$ cat config.mk
export PLATFORM = sky130hd
export DESIGN_NAME = counter_enable_ctrl
export DESIGN_NICKNAME = d
export VERILOG_FILES = /design/src/rtl/counter_enable_ctrl.sv
export SDC_FILE = /design/constraint.sdc
export NUM_CORES = 1
export LEC_CHECK = 0
export BUFFER_PORTS_ARGS = -buffer_cell sky130_fd_sc_hd__buf_2
export CAP_MARGIN = 20
export CORE_MARGIN = 1
export CORE_UTILIZATION = 45
export CTS_CLUSTER_SIZE = 8
export DETAILED_ROUTE_END_ITERATION = 7
export HOLD_SLACK_MARGIN = 0.03
export SLEW_MARGIN = 20
export SYNTH_ARGS = -nofsm -noshare
export SYNTH_HDL_FRONTEND = slang
export SYNTH_SLANG_ARGS = --single-unit
$ cat constraint.sdc
create_clock -name clk -period 1.6 [get_ports clk]
set_input_delay 0.16 -clock clk [delete_from_list [all_inputs] [get_ports clk]]
set_output_delay 0.16 -clock clk [all_outputs]
set_load 0.1 [all_outputs]
$ cat src/rtl/counter_enable_ctrl.sv
// counter_enable_ctrl: button-driven run/idle/step FSM producing a prescaled single-cycle enable strobe
module counter_enable_ctrl #(
  parameter int DIV = 4,
  parameter int CNT_W = 8
) (
  input  logic clk,
  input  logic reset,
  input  logic start,
  input  logic stop,
  input  logic step,
  output logic enable,
  output logic running
);
  typedef enum logic [1:0] {IDLE, RUN, STEP} state_t;
  localparam logic [CNT_W-1:0] TC = CNT_W'(DIV - 1);
  logic [2:0] s1, s2, s3;
  logic start_p, stop_p, step_p, tc, en_n;
  logic [CNT_W-1:0] pre, pre_n;
  state_t state, state_n;
  // two sync flops then one edge flop per button, packed as {start, stop, step}
  assign {start_p, stop_p, step_p} = s2 & ~s3;
  assign tc = pre == TC;
  always_comb begin
    state_n = IDLE;
    pre_n = pre;
    en_n = 1'b0;
    case (state)
      IDLE: begin
        state_n = stop_p ? IDLE : start_p ? RUN : step_p ? STEP : IDLE;
        pre_n = (!stop_p && start_p) ? '0 : pre;
        en_n = !stop_p && !start_p && step_p;
      end
      RUN: begin
        state_n = stop_p ? IDLE : RUN;
        pre_n = stop_p ? pre : tc ? '0 : pre + 1'b1;
        en_n = !stop_p && tc;
      end
      default: state_n = IDLE;
    endcase
  end
  always_ff @(posedge clk) begin
    if (reset) begin
      s1 <= '0;
      s2 <= '0;
      s3 <= '0;
      state <= IDLE;
      pre <= '0;
      enable <= 1'b0;
      running <= 1'b0;
    end else begin
      s1 <= {start, stop, step};
      s2 <= s1;
      s3 <= s2;
      state <= state_n;
      pre <= pre_n;
      enable <= en_n;
      running <= state_n == RUN;
    end
  end
endmodule

==> flow_summary.toml <==
[worst_hold_path]
hold_class = "in -> reg"

[final_layout]
nets = 101
layout-area-overhead-vs-synth_pct = 14.75
post_route_cells_drive_above_1_share = 0.2128
most_frequent_cells_in_the_layout = "21 x sky130_fd_sc_hd__dfxtp_1, 9 x sky130_fd_sc_hd__nor2b_1, 6 x sky130_fd_sc_hd__a21oi_1, 6 x sky130_fd_sc_hd__buf_2"
diodes = 0
mostFrequentLayoutCell = "sky130_fd_sc_hd__dfxtp_1"
fin_area_um2 = 924.6

[worst_setup_path]
timing.critical_path.cells = "nor2b_4, o211ai_2, buf_4, or3_1, a21oi_1"
timing.critical_path.arrival_ns = 1.64
timing.critical_path.to_type = "flip-flop"
crit_fanout = 7
critPathMaxStageDelay_ns = 0.34
cp_data_required_time_ns = 1.84
setup.worst_path.start_class = "flip-flop"
crit_slowest_cell = "sky130_fd_sc_hd__dfxtp_1"
timing.setup.critical_path_class = "reg -> reg"

[sta]
final.setup.tns_ns = 0
share_of_the_clock_period_used_by_the_worst_path_after_layout = 0.8765
hold_viol = 0
report.final.setup_viol = 0
worst_pin_slew_ns = 0.4817
period_minus_slack_ns = 1.402
achievable-frequency_ghz = 0.7131
timing.max_slew.rel_slack = 0.6811
final-max-slew-violation-count = 0
setup_repair_after_global_routing_missed_its_margin = "no"
finClkSkew_ns = 0.002581

[outcome]
run_status = "complete, no violations"

[die]
design.die.area_mm2 = 0.001964
die_h_um = 44.32
initial_utilization = 0.5055
boundaryPins = 7
placementRows = 14
chipWidth_um = 44.32
core_region_area_mm2 = 0.001594

[power_and_ir_drop]
net_switching_fraction_of_the_power = 0.2296
static-leakage-power_uw = 0.0003547
share_comb_of_total_power = 0.090
seq_power_share = 0.630
power_density_over_cell_area_mw_per_mm2 = 936.1
ir_drop_uv = 775.4
net-switching-power_uw = 198.8
cellInternalPower_uw = 666.8
power.clock.fraction = 0.281

[drt]
ant_nets = 0
vias_per_cell = 5.119
drt_iter0_drcs = 10
detail_route.first_pass.iterations = 4
detailroute.via_count = 604
remaining_drc_errors = 0
postRouteWirelength_um = 1316
post_drt_wl_per_cell_um = 11.15

[logic_synthesis]
yosysTopAreaCell = "sky130_fd_sc_hd__dfxtp_1"
synth_fp_nets = 87
synth_top_cell_area_share = 0.5217
flip_flop_and_latch_count_after_synthesis = 21
synthTopCellsByArea = "sky130_fd_sc_hd__dfxtp_1 52%, sky130_fd_sc_hd__nor2b_1 7.0%, sky130_fd_sc_hd__a21oi_1 3.7%"
ys_warn_count = 0
summed_instance_area_of_the_synthesized_netlist_um2 = 805.8
syn_area_per_cell_um2 = 9.948
synthesized_instance_count = 81
netlist-cell-type-count = 30
ys_seq_area_frac = 0.5217

[cts]
tritoncts = "done"
max-clock-path-buffers = 2
clockRootBuffer = "sky130_fd_sc_hd__clkbuf_4"
htree_levels = 1
cts_made_buffers = 3
clock_pin_transition_on_the_worst_setup_and_hold_timing_paths_ns = 0.11
clkSinkCount = 21
cts_hold_repair.buffers = 0
clock_insertion_delay_worst_skew_ns = 0.29

[global_route]
grt_pass1_wl_um = 2173
grt_max_degree = 13
gr-total-overflow = 0
vias_in_the_first_global_route = 514
antenna_found_initial = 0
groute.usage.overall = 0.1556

[job]
drv_cap = 0

[placed_design]
placedInstanceArea_um2 = 884.6
gp_congestion = 0.7783
port_buffers = 6
dp_hpwl_um = 953.1
-- critical path, delay by kind of cell, from the launching register on --
family / cells / cell delay [ns]
AND/OR/NAND/NOR: 2 / 0.51
buffers and inverters: 1 / 0.20
AO/OA/AOI/OAI: 2 / 0.29
flip-flops: 1 / 0.34
-- worst paths after layout --
path	start	end	slack [ns]	cells after the start
setup / recovery	s2[2]	pre[4]	0.20	5
hold / removal	start	s1[2]	0.07	2
setup reg to reg	s2[2]	pre[4]	0.20	5
hold reg to reg	s1[1]	s2[1]	0.45	1
-- kinds of logic after synthesis --
kind of cell    Yosys count  synth area share
flops                    21            0.5217
compound gates           17            0.1413
xor+xnor                  1           0.01087
fa+ha+maj                 1           0.01553
simple gates             35            0.2702
buf+inv                   5           0.02795
mux                       1           0.01242
-- cell type report --
class / count / area, µm²
Tap cell: 24 / 30.03
Timing Repair Buffer: 11 / 67.56
Fill cell: 140 / 669.4
Sequential cell: 21 / 420.4
Inverter: 3 / 11.26
Multi-Input combinational cell: 55 / 369.1
Clock buffer: 4 / 26.28
-- flip-flops by register name, indices dropped and copies added (netlist names) --
register  count
running       1
pre           8
s3            3
state         2
s2            3
s1            3
enable        1
-- stage by stage --
step / setup slack [ns] / cells / power, µW / utilization / hold WS, ns
floorplan: 0.2047 / 81 / 610.1 / - / 0.2396
global placement: 0.1357 / 113 / 631.2 / 0.5549 / 0.3676
detailed placement: 0.1021 / 113 / 631.7 / 0.5549 / 0.3793
CTS: 0.07976 / 117 / 878.0 / 0.5714 / 0.06277
global route: 0.06476 / 118 / 919.8 / 0.5801 / 0.05095
finish: 0.1976 / 118 / 865.6 / 0.5801 / 0.07013
-- synthesized netlist by cell type --
library cell and instances:
sky130_fd_sc_hd__nor3_1 1, sky130_fd_sc_hd__a41o_1 1, sky130_fd_sc_hd__ha_1 1, sky130_fd_sc_hd__dfxtp_1 21
sky130_fd_sc_hd__a21oi_2 1, sky130_fd_sc_hd__or4_4 1, sky130_fd_sc_hd__nor2b_4 1, sky130_fd_sc_hd__nand4_1 1
sky130_fd_sc_hd__mux2i_1 1, sky130_fd_sc_hd__clkbuf_1 1, sky130_fd_sc_hd__o2111ai_1 1, sky130_fd_sc_hd__and4b_1 1
sky130_fd_sc_hd__and4_1 1, sky130_fd_sc_hd__nor4b_1 1, sky130_fd_sc_hd__o211ai_2 1, sky130_fd_sc_hd__nand3_1 2
sky130_fd_sc_hd__inv_1 3, sky130_fd_sc_hd__nand2b_1 2, sky130_fd_sc_hd__or4_1 1, sky130_fd_sc_hd__xor2_1 1
sky130_fd_sc_hd__a21oi_1 6, sky130_fd_sc_hd__and2_1 2, sky130_fd_sc_hd__o31ai_1 2, sky130_fd_sc_hd__o21ai_0 4
sky130_fd_sc_hd__nand2_1 3, sky130_fd_sc_hd__buf_4 1, sky130_fd_sc_hd__o21ai_2 1, sky130_fd_sc_hd__nor2_1 5
sky130_fd_sc_hd__or3_1 4, sky130_fd_sc_hd__nor2b_1 9
-- routing by layer --
layer / part of all wire / GRT usage
met1: 0.53 / 0.2123
met2: 0.42 / 0.2147
met3: 0.043 / 0.07347
met4: 0.0076 / 0.05455
met5: 0 / 0
-- repair_timing --
item	CTS	global route
setup endpoints to repair	0	8
buffers inserted	0	1
gates resized for setup	0	1
-- power groups by stage --
stage	registers [µW]	logic, µW	clock network (µW)
floorplan	570	39.7	0
global placement	557	74.4	0
detailed placement	557	74.9	0
CTS	545	75.2	258
global route	547	84.9	288
finish	545	77.5	243
Note: power is estimated with default switching activity, not from simulation.
